<file path="src/rtl/shift_arbiter_pkg.sv">
// -----------------------------------------------------------------------------
// shift_arbiter_pkg
// Shared definitions for the two-requester shift/rotate arbiter:
//   - opcode kind encodings (top two opcode bits)
//   - opcode width computation from the operand width
//   - arbiter FSM state type
// -----------------------------------------------------------------------------
package shift_arbiter_pkg;

    // Opcode kind field, op[OW-1:OW-2]. Rotate only looks at the upper bit,
    // so 2'b10 and 2'b11 both select rotate right.
    localparam logic [1:0] KIND_SRL = 2'b00;  // logical shift right, zero fill
    localparam logic [1:0] KIND_SRA = 2'b01;  // arithmetic shift right, sign fill
    localparam logic [1:0] KIND_ROR = 2'b10;  // rotate right (2'b1x)

    function automatic bit is_rotate(input logic [1:0] kind);
        return kind[1];
    endfunction

    // Opcode = {kind[1:0], amount[AW-1:0]} with AW = clog2(width).
    function automatic int op_width(input int width);
        return $clog2(width) + 2;
    endfunction

    typedef enum logic [0:0] {
        IDLE = 1'b0,  // no result pending
        HOLD = 1'b1   // result pending on rsp_*
    } state_t;

endpackage

</file>
<file path="src/rtl/shift_arbiter_if.sv">
// -----------------------------------------------------------------------------
// shift_arbiter_if
// Bundles the two request channels and the response channel of
// shift_arbiter.
//   req0_*/req1_* : valid/ready request channels carrying operand a and opcode
//   rsp_*         : valid/ready response channel with result y and owner id
//   busy          : mirrors rsp_valid
// Modports:
//   slave  - the arbiter side (consumes requests, produces responses)
//   master - the environment side (produces requests, consumes responses)
// -----------------------------------------------------------------------------
interface shift_arbiter_if
    import shift_arbiter_pkg::*;
#(
    parameter int WIDTH = 32
);
    localparam int OW = op_width(WIDTH);

    logic             req0_valid;
    logic             req0_ready;
    logic [WIDTH-1:0] req0_a;
    logic [OW-1:0]    req0_op;

    logic             req1_valid;
    logic             req1_ready;
    logic [WIDTH-1:0] req1_a;
    logic [OW-1:0]    req1_op;

    logic             rsp_valid;
    logic             rsp_ready;
    logic [WIDTH-1:0] rsp_y;
    logic             rsp_id;
    logic             busy;

    modport slave (
        input  req0_valid, req0_a, req0_op,
        input  req1_valid, req1_a, req1_op,
        input  rsp_ready,
        output req0_ready, req1_ready,
        output rsp_valid, rsp_y, rsp_id, busy
    );

    modport master (
        output req0_valid, req0_a, req0_op,
        output req1_valid, req1_a, req1_op,
        output rsp_ready,
        input  req0_ready, req1_ready,
        input  rsp_valid, rsp_y, rsp_id, busy
    );

endinterface

</file>
<file path="src/rtl/shift_arbiter_rsr.sv">
// -----------------------------------------------------------------------------
// rsr
// Combinational right shifter/rotator.
//   a    : operand
//   kind : KIND_SRL / KIND_SRA / KIND_ROR (2'b1x)
//   amt  : shift distance, 0..WIDTH-1
//   y    : result
// The operand is extended on the left with the fill pattern (zeros, copies of
// the sign bit, or the operand itself for rotate) and the double-width vector
// is shifted once; the low half is the result for all three kinds.
// -----------------------------------------------------------------------------
module rsr
    import shift_arbiter_pkg::*;
#(
    parameter  int WIDTH = 32,
    localparam int AW    = $clog2(WIDTH)
) (
    input  logic [WIDTH-1:0] a,
    input  logic [1:0]       kind,
    input  logic [AW-1:0]    amt,
    output logic [WIDTH-1:0] y
);

    logic [WIDTH-1:0]   fill;
    logic [2*WIDTH-1:0] shifted;

    // NOTE: every signal written in always_comb gets a value on every path
    // (defaults first), otherwise synthesis infers a latch.
    always_comb begin
        fill = '0;
        if (is_rotate(kind)) begin
            fill = a;
        end else if (kind == KIND_SRA) begin
            fill = {WIDTH{a[WIDTH-1]}};
        end
        shifted = {fill, a} >> amt;
        y       = shifted[WIDTH-1:0];
    end

endmodule

</file>
<file path="src/rtl/shift_arbiter.sv">
// -----------------------------------------------------------------------------
// shift_arbiter
// Shares one right shifter/rotator between two requesters.
//   clk  : clock, all state changes on the rising edge
//   rst  : synchronous, active-high reset
//   bus  : shift_arbiter_if.slave (req0_*, req1_*, rsp_*, busy)
// A request is accepted whenever the single result slot is free (idle, or the
// held result is being consumed this cycle). When both requesters are valid,
// the priority pointer picks the winner and then flips to the loser, giving
// round-robin fairness. The accepted operand/opcode are registered and the
// result is computed from those registers, so rsp_y appears one cycle after
// acceptance and stays stable under backpressure.
// The WIDTH parameter must match the WIDTH of the connected interface.
// -----------------------------------------------------------------------------
module shift_arbiter
    import shift_arbiter_pkg::*;
#(
    parameter int WIDTH = 32
) (
    input  logic             clk,
    input  logic             rst,
    shift_arbiter_if.slave   bus
);

    localparam int AW = $clog2(WIDTH);
    localparam int OW = op_width(WIDTH);

    state_t           state, state_nxt;
    logic             ptr;
    logic [WIDTH-1:0] a_q;
    logic [OW-1:0]    op_q;
    logic             id_q;

    logic             slot_free;
    logic             grant;
    logic             winner;

    // Arbitration and next state. Reset gates the grant so no requester sees
    // ready while the block is being cleared.
    always_comb begin
        state_nxt = state;
        slot_free = (state == IDLE) || bus.rsp_ready;
        winner    = (bus.req0_valid && bus.req1_valid) ? ptr : bus.req1_valid;
        grant     = slot_free && (bus.req0_valid || bus.req1_valid) && !rst;

        if (slot_free) begin
            state_nxt = grant ? HOLD : IDLE;
        end
    end

    assign bus.req0_ready = grant && !winner;
    assign bus.req1_ready = grant &&  winner;

    // NOTE: state registers use non-blocking assignments so every flop samples
    // the values from before the edge, independent of statement order.
    always_ff @(posedge clk) begin
        if (rst) begin
            // NOTE: the operand/opcode registers are reset as well because
            // rsp_y is decoded from them and must read zero after reset.
            state <= IDLE;
            ptr   <= 1'b0;
            a_q   <= '0;
            op_q  <= '0;
            id_q  <= 1'b0;
        end else begin
            state <= state_nxt;
            if (grant) begin
                a_q  <= winner ? bus.req1_a  : bus.req0_a;
                op_q <= winner ? bus.req1_op : bus.req0_op;
                id_q <= winner;
                ptr  <= ~winner;
            end
        end
    end

    rsr #(
        .WIDTH (WIDTH)
    ) u_rsr (
        .a    (a_q),
        .kind (op_q[OW-1:OW-2]),
        .amt  (op_q[AW-1:0]),
        .y    (bus.rsp_y)
    );

    assign bus.rsp_valid = (state == HOLD);
    assign bus.busy      = (state == HOLD);
    assign bus.rsp_id    = id_q;

endmodule

</file>
<file path="src/flat_wrapper.sv">
// flat-port wrapper written by rule: the top's interface ports become plain ports
module shift_arbiter_flat import shift_arbiter_pkg::*;
#(
    parameter int WIDTH = 32
)
  (clk, rst, bus_req0_valid, bus_req0_a, bus_req0_op, bus_req1_valid, bus_req1_a, bus_req1_op, bus_rsp_ready, bus_req0_ready, bus_req1_ready, bus_rsp_valid, bus_rsp_y, bus_rsp_id, bus_busy);
  shift_arbiter_if #(.WIDTH(WIDTH)) bus_i ();
  input  logic clk;
  input  logic rst;
  input wire logic [$bits(bus_i.req0_valid)-1:0] bus_req0_valid;
  input wire logic [$bits(bus_i.req0_a)-1:0] bus_req0_a;
  input wire logic [$bits(bus_i.req0_op)-1:0] bus_req0_op;
  input wire logic [$bits(bus_i.req1_valid)-1:0] bus_req1_valid;
  input wire logic [$bits(bus_i.req1_a)-1:0] bus_req1_a;
  input wire logic [$bits(bus_i.req1_op)-1:0] bus_req1_op;
  input wire logic [$bits(bus_i.rsp_ready)-1:0] bus_rsp_ready;
  output wire logic [$bits(bus_i.req0_ready)-1:0] bus_req0_ready;
  output wire logic [$bits(bus_i.req1_ready)-1:0] bus_req1_ready;
  output wire logic [$bits(bus_i.rsp_valid)-1:0] bus_rsp_valid;
  output wire logic [$bits(bus_i.rsp_y)-1:0] bus_rsp_y;
  output wire logic [$bits(bus_i.rsp_id)-1:0] bus_rsp_id;
  output wire logic [$bits(bus_i.busy)-1:0] bus_busy;
  assign bus_i.req0_valid = bus_req0_valid;
  assign bus_i.req0_a = bus_req0_a;
  assign bus_i.req0_op = bus_req0_op;
  assign bus_i.req1_valid = bus_req1_valid;
  assign bus_i.req1_a = bus_req1_a;
  assign bus_i.req1_op = bus_req1_op;
  assign bus_i.rsp_ready = bus_rsp_ready;
  assign bus_req0_ready = bus_i.req0_ready;
  assign bus_req1_ready = bus_i.req1_ready;
  assign bus_rsp_valid = bus_i.rsp_valid;
  assign bus_rsp_y = bus_i.rsp_y;
  assign bus_rsp_id = bus_i.rsp_id;
  assign bus_busy = bus_i.busy;
  shift_arbiter #(.WIDTH(WIDTH)) u_core (.clk(clk), .rst(rst), .bus(bus_i));
endmodule
</file>
<file path="config.mk">
export PLATFORM = sky130hd
export DESIGN_NAME = shift_arbiter_flat
export DESIGN_NICKNAME = d
export VERILOG_FILES = /design/src/rtl/shift_arbiter_pkg.sv /design/src/rtl/shift_arbiter_if.sv /design/src/rtl/shift_arbiter_rsr.sv /design/src/rtl/shift_arbiter.sv /design/src/flat_wrapper.sv
export SDC_FILE = /design/constraint.sdc
export NUM_CORES = 1
export LEC_CHECK = 0
export CAP_MARGIN = 20
export CELL_PAD_IN_SITES_DETAIL_PLACEMENT = 0
export CELL_PAD_IN_SITES_GLOBAL_PLACEMENT = 1
export CORE_ASPECT_RATIO = 0.9
export CORE_MARGIN = 8
export CORE_UTILIZATION = 39
export DETAILED_ROUTE_END_ITERATION = 8
export PLACE_DENSITY = 0.83
export SLEW_MARGIN = 20
export SYNTH_ARGS = -nofsm -noshare
export SYNTH_HDL_FRONTEND = slang
export SYNTH_SLANG_ARGS = --single-unit
</file>
<file path="constraint.sdc">
create_clock -name clk -period 5.2 [get_ports clk]
set_input_delay 0.52 -clock clk [delete_from_list [all_inputs] [get_ports clk]]
set_output_delay 0.52 -clock clk [all_outputs]
set_load 0.05 [all_outputs]
</file>
==> run_results.csv, run 1 <==
group,metric,value,unit
sta,hold_viol_final,0,
synth,synth.ff_latch_count,42,
clock_network,ctsHoldBuffers,0,
grt,grt_start_max_net_pins,45,
sta,rsz0062_at_grt,"false",
synth,syn-num-nets,543,
critical_path,timing.critical_path.required,4680,ps
clock_network,post_cts_buffers,0,
sta,timing.final.crit_share,76.8,%
synth,proportion_of_synthesized_chip_area_in_sequential_cells,20.0,%
power,power.share.switching,39.8,%
sta,final_max_slew_viol_count,0,
final_layout,finish.net_count,633,
synth,synth_largest_type_area_fraction,20.0,%
placed_design,place.port_buffers,119,
grt,number_of_global_route_vias_before_repair,4338,
floorplan,effective_utilization_at_floorplan,39.4,%
placed_design,finalWeightedCongestion,0.935,
critical_path,critical_path.slowest_cell,"dfxtp_2",
critical_path,worstPathBufferInverterCount,2,
synth,yosysWarningCount,0,
final_layout,areaGrowthSynthToFinish,31.9,%
power,total_switching_power,0.537,mW
worst_hold_path,min-delay-path-class,"register to register",
sta,clock-skew-final,4.14,ps
clock_network,tritoncts,"yes",
floorplan,num_rows,36,
drt,avgViaCountPerCell,6.55,
clock_network,htree_num_levels,2,
drt,ant_nets,0,
synth,postSynthCellCount,460,
grt,grt_pass1_wl,23.6,mm
grt,initial_antenna_violation_count,0,
power,power.leakage,2.05,nW
drt,drt_iter0_drc,635,
drt,drc,0,
final_layout,drive_gt1_share,14.5,%
drt,detail_route.wl_per_cell,21.7,um
critical_path,worst_path_dominant_cell_family,"multiplexers",
power,power.combinational.fraction,47.5,%
floorplan,die_area,14400,um^2
grt,grt_remaining_overflow,0,
critical_path,crit_chain,"buf_4 > mux4_1 > mux2_2 > nor2_1 > a31oi_1 > mux2_2 > clkdlybuf4s50_1",
clock_network,postCtsResizedCells,0,
clock_network,clock_insertion_delay_at_the_later_pin_of_the_skew_report,280,ps
sta,postLayoutSetupSlackWorst,1210,ps
power,power.share.sequential,29.4,%
power,p_int,0.813,mW
floorplan,ios,120,
power,clockPowerShare,23.1,%
synth,synth_top_cells_by_area,"dfxtp_1 20%, mux4_2 17%, a222oi_1 9.3%",
clock_network,clkSlewWorstSetupHoldPaths,60,ps
synth,synth_edf_count,0,
critical_path,crit_type,"register to output pin",
sta,finalSetupTns,0,ps
clock_network,cts.path.max_buffers,2,
power,powerDensity,243,nW/um^2
critical_path,critical_path_source_type,"register",
synth,synthArstFlopShare,0,%
placed_design,place_ws,1460,ps
clock_network,cts_sinks,42,
sta,finalSetupViolCount,0,
status,status,"complete, no violations",
final_layout,final.fill_count,985,
synth,yosysUniqueCellTypes,48,
floorplan,chipWidth,126,um
critical_path,crit_path_max_incr_delay,790,ps
sta,slew-limit-headroom,52.0,%
critical_path,cp_max_fo,31,
synth,syn_area_per_cell,9.15,um^2
grt,aggregate_global_route_resource_usage,20.2,%
sta,finalWorstPathRequiredPeriod,3990,ps
critical_path,path_common_cell,"mux2_2",
sta,clock.fmax,0.250,GHz
drt,iteration_count_of_the_initial_detailed_routing_pass,8,
drt,postRouteWirelength,14.9,mm
clock_network,numCtsBuffers,5,
synth,yosys_most_used_dff,"dfxtp_1",
floorplan,core_area,10700,um^2
final_layout,antenna_cells_inserted,0,
synth,yosysTopAreaCell,"dfxtp_1",
floorplan,die-height,115,um
drt,via_count,4482,
clock_network,clk_root_buffer_cell,"clkbuf_16",
critical_path,cp-end-kind,"output pin",
flow_run,cap_viol_max_count,0,
critical_path,critical_path_arrival,3470,ps
synth,synth.cell_area,4210,um^2
placed_design,dp_hpwl,11.4,mm
sta,worstMarginPinSlew,702,ps
power,power.ir.vdd_worst,0.000181,V
tightest hold or removal path, delay by kind of cell, from the launching register on:
family	cells	cell delay, ps
flip-flops	1	330
AO/OA/AOI/OAI	1	60
AND/OR/NAND/NOR	1	70
state kept, by name, indices dropped and copies added (netlist names):
register,flops
u_core.a_q,32
u_core.ptr,1
u_core.bus.rsp_id,1
u_core.bus.busy,1
u_core.op_q,7
synthesized netlist by cell type, types with 8 or more instances:
library cell and count:
a211oi_1 8, a21oi_1 24, a222oi_1 39, a31oi_1 9
buf_2 13, clkbuf_1 22, dfxtp_1 42, mux2_2 17
mux2i_1 30, mux4_1 9, mux4_2 31, nand2_1 33
nor2_1 58, o21ai_0 25
per-layer routing:
layer / track usage, % / vias up / share of wire, %
met5: 0 / - / 0
met4: 7.05 / 0 / 2.4
met3: 5.68 / 28 / 11
met2: 31.0 / 274 / 44
met1: 26.5 / 2139 / 43
li1: - / 2041 / -
placed cells by master, fill, tap and decap left out, types with 5 or more instances in the layout:
cell type	synthesis	final
clkdlybuf4s50_1	0	118
buf_4	6	16
clkbuf_16	0	5
a21o_1	7	7
nor2_1	58	58
a222oi_1	39	39
o21ai_0	25	25
o211ai_1	5	5
mux2_2	17	17
dfxtp_1	42	40
mux4_1	9	9
mux2i_1	30	30
nand3_1	5	5
a21oi_1	24	24
a31oi_1	9	9
a211oi_1	8	8
and3_1	6	6
o22ai_1	5	5
mux4_2	31	31
nor2b_1	6	5
nor3_1	7	6
nand2_1	33	33
layout make-up:
class	instances	area (um^2)	share of cell area, %
Clock buffer	7	143	2.57
Clock inverter	1	5.00	0.0902
Inverter	8	30.0	0.541
Multi-Input combinational cell	359	3060	55.2
Sequential cell	42	843	15.2
Tap cell	133	166	3.00
Timing Repair Buffer	134	1300	23.4
through the flow:
stage	util (%)	area, um^2	std cells	power (mW)	hold WS [ps]
after floorplan	-	4210	460	0.819	451
after global placement	50.6	5400	676	1.04	470
after detailed placement	50.6	5400	676	1.04	481
after CTS	52.0	5550	684	1.35	502
after global routing	52.0	5550	684	1.41	512
final	52.0	5550	684	1.35	500
cells by family (layout without fill, tap and decap cells):
logic type             count (synthesis)  after routing  synth area share (%)
AO/OA/AOI/OAI                        147            147                  25.8
multiplexers                          87             87                  33.9
flip-flops                            42             42                  20.0
buffers and inverters                 59            150                  7.46
AND/OR/NAND/NOR                      125            125                  12.9
final timing paths:
kind	start	slack (ps)	cells after the start	end
worst min-delay path	u_core.ptr$_SDFFE_PP0N_	500	2	u_core.ptr$_SDFFE_PP0N_
worst min register to register	u_core.ptr$_SDFFE_PP0N_	500	2	u_core.ptr$_SDFFE_PP0N_
worst max register to register	u_core.bus.busy$_SDFFE_PP0N_	3220	6	u_core.op_q[3]$_SDFFE_PP0N_
worst max-delay path	u_core.op_q[1]$_SDFFE_PP0N_	1210	7	bus_rsp_y[11]
power groups by stage:
stage,Clock (mW),Sequential (mW),Combinational (mW)
4_1_cts,0.316,0.396,0.640
6_report,0.311,0.397,0.641
5_1_grt,0.332,0.402,0.679
3_3_place_gp,0,0.400,0.636
2_1_floorplan,0,0.377,0.442
3_5_place_dp,0,0.403,0.638
(Power assumes the default switching activity.)
==> run 2: changes to the inputs <==
--- a/config.mk
+++ b/config.mk
@@ -10,9 +10,9 @@
 export CELL_PAD_IN_SITES_GLOBAL_PLACEMENT = 1
 export CORE_ASPECT_RATIO = 0.9
 export CORE_MARGIN = 8
-export CORE_UTILIZATION = 39
+export CORE_UTILIZATION = 36
 export DETAILED_ROUTE_END_ITERATION = 8
-export PLACE_DENSITY = 0.83
+export PLACE_DENSITY = 0.77
 export SLEW_MARGIN = 20
 export SYNTH_ARGS = -nofsm -noshare
 export SYNTH_HDL_FRONTEND = slang
==> constraint.sdc (replaced) <==
create_clock -name clk -period 4 [get_ports clk]
set_input_delay 0.4 -clock clk [delete_from_list [all_inputs] [get_ports clk]]
set_output_delay 0.4 -clock clk [all_outputs]
set_load 0.05 [all_outputs]
==> run 2 against run 1 <==
Net effect:
- routed wire length increased by 0.55%
- count of clock-buffer cells in the layout unchanged
- core utilization is 2.3 points lower
- register-to-register slack got worse by 1600 ps
- combinational power up 35%
- final area increased by 2.3%
==> run_results.csv, run 2 (synthesis results as in run 1) <==
group,metric,value,unit
status,status,"complete, no violations",
power,power.ir.vdd_worst,0.000188,V
sta,slew-limit-headroom,48.9,%
critical_path,cp_max_fo,30,
critical_path,critical_path.slowest_cell,"dfxtp_2",
drt,detail_route.wl_per_cell,21.0,um
sta,finalWorstPathRequiredPeriod,3670,ps
drt,postRouteWirelength,14.9,mm
placed_design,place.port_buffers,119,
critical_path,worstPathBufferInverterCount,1,
critical_path,crit_chain,"mux4_2 > mux2i_1 > nand2_1 > a221oi_1 > a21oi_1 > clkdlybuf4s50_1",
power,powerDensity,310,nW/um^2
sta,finalSetupViolCount,0,
clock_network,tritoncts,"yes",
final_layout,antenna_cells_inserted,0,
sta,hold_viol_final,0,
floorplan,effective_utilization_at_floorplan,36.8,%
sta,clock.fmax,0.272,GHz
clock_network,htree_num_levels,2,
sta,final_max_slew_viol_count,0,
clock_network,cts_sinks,42,
final_layout,multi_input_logic_area,3060,um^2
final_layout,finish.net_count,638,
floorplan,die_area,15400,um^2
critical_path,setup.worst_path.start,"u_core.op_q[1]$_SDFFE_PP0N_",
worst_hold_path,hold_end,"u_core.ptr$_SDFFE_PP0N_",
critical_path,critical_path_source_type,"register",
final_layout,mostFrequentLayoutCell,"clkdlybuf4s50_1",
final_layout,final.fill_count,1096,
critical_path,timing.critical_path.required,3600,ps
critical_path,worst_path_dominant_cell_family,"multiplexers",
drt,drt_iter0_drc,436,
placed_design,dp_hpwl,11.7,mm
sta,finalSetupTns,0,ps
critical_path,rr_endpoint,"u_core.a_q[2]$_SDFFE_PP0N_",
floorplan,ios,120,
final_layout,largest_register,"u_core.a_q",
drt,ant_nets,0,
floorplan,die-height,119,um
grt,grt_start_max_net_pins,44,
grt,grt_remaining_overflow,0,
critical_path,crit_path_max_incr_delay,820,ps
floorplan,num_rows,37,
worst_hold_path,min-delay-path-class,"register to register",
floorplan,chipWidth,130,um
clock_network,post_cts_buffers,0,
placed_design,finalWeightedCongestion,0.908,
drt,iteration_count_of_the_initial_detailed_routing_pass,7,
drt,avgViaCountPerCell,6.12,
sta,clock-skew-final,2.38,ps
clock_network,numCtsBuffers,5,
sta,worstMarginPinSlew,762,ps
final_layout,areaGrowthSynthToFinish,34.9,%
drt,drc,0,
clock_network,cts.path.max_buffers,2,
grt,aggregate_global_route_resource_usage,19.0,%
clock_network,clock_insertion_delay_at_the_later_pin_of_the_skew_report,280,ps
critical_path,crit_type,"register to output pin",
final_layout,layout_top_registers,"u_core.a_q (32), u_core.op_q (7)",
final_layout,layout.cells.most_common_list,"94 x clkdlybuf4s50_1, 58 x nor2_1, 40 x dfxtp_1, 39 x a222oi_1, 34 x buf_4",
critical_path,regToRegSetupSlack,1650,ps
final_layout,regArea,843,um^2
clock_network,postCtsResizedCells,0,
clock_network,clkSlewWorstSetupHoldPaths,60,ps
critical_path,critical_path_arrival,3270,ps
worst_hold_path,worstHoldPathCells,2,
sta,rsz0062_at_grt,"false",
power,power.leakage,2.14,nW
worst_hold_path,worstHoldStart,"u_core.ptr$_SDFFE_PP0N_",
floorplan,core_area,11400,um^2
grt,initial_antenna_violation_count,0,
sta,holdWs,495,ps
critical_path,critical_path_cell_count,6,
grt,grt_pass1_wl,23.6,mm
sta,timing.final.crit_share,91.8,%
final_layout,final_util,49.7,%
critical_path,cp-end-kind,"output pin",
critical_path,r2r_cells,8,
final_layout,largest_register_ff_count,32,
flow_run,cap_viol_max_count,0,
critical_path,regToRegStartpoint,"u_core.bus.busy$_SDFFE_PP0N_",
clock_network,clk_root_buffer_cell,"clkbuf_16",
drt,via_count,4349,
grt,number_of_global_route_vias_before_repair,4367,
final_layout,drive_gt1_share,19.3,%
clock_network,ctsHoldBuffers,0,
-- run 2: per-layer routing --
layer | vias up | global-route usage [%] | routed length [um]
met5 | - | 0 | 0
met4 | 0 | 6.45 | 388
met3 | 29 | 5.53 | 1440
met2 | 200 | 27.2 | 6230
met1 | 2063 | 26.5 | 6880
li1 | 2057 | - | -
-- run 2: area by class of cell --
type | count | share of cell area, %
clock buffer | 7 | 2.33
inverter | 8 | 0.529
multi-input combinational | 359 | 53.9
sequential | 42 | 14.8
tap | 156 | 3.44
timing repair buffer | 139 | 24.9
-- run 2: worst max path at each step --
stage	end	slack (ps)
3_5_place_dp	bus_rsp_y[24]	620
5_1_grt	bus_rsp_y[8]	120
4_1_cts	bus_rsp_y[24]	310
2_1_floorplan	bus_rsp_y[27]	1040
6_report	bus_rsp_y[8]	330
3_3_place_gp	bus_rsp_y[24]	660
-- run 2: report_power, final --
part | switching (mW) | internal [mW] | leakage [nW]
registers | 0.0687 | 0.449 | 0.346
logic | 0.482 | 0.385 | 1.73
clock network | 0.148 | 0.228 | 0.0640
-- run 2: metrics by stage --
stage	power (mW)	std cells	instance area [um^2]	setup slack, ps
after global routing	1.85	711	5680	122
final	1.76	711	5680	326
after detailed placement	1.39	704	5550	618
after floorplan	1.06	460	4210	1040
after global placement	1.39	704	5550	658
after CTS	1.77	711	5680	313
-- run 2: worst register-to-register path: cells and delay by family, from the launching register on --
kind | cells | cell delay [ps]
AND/OR/NAND/NOR | 4 | 1010
AO/OA/AOI/OAI | 1 | 130
buffers and inverters | 3 | 820
flip-flops | 1 | 320
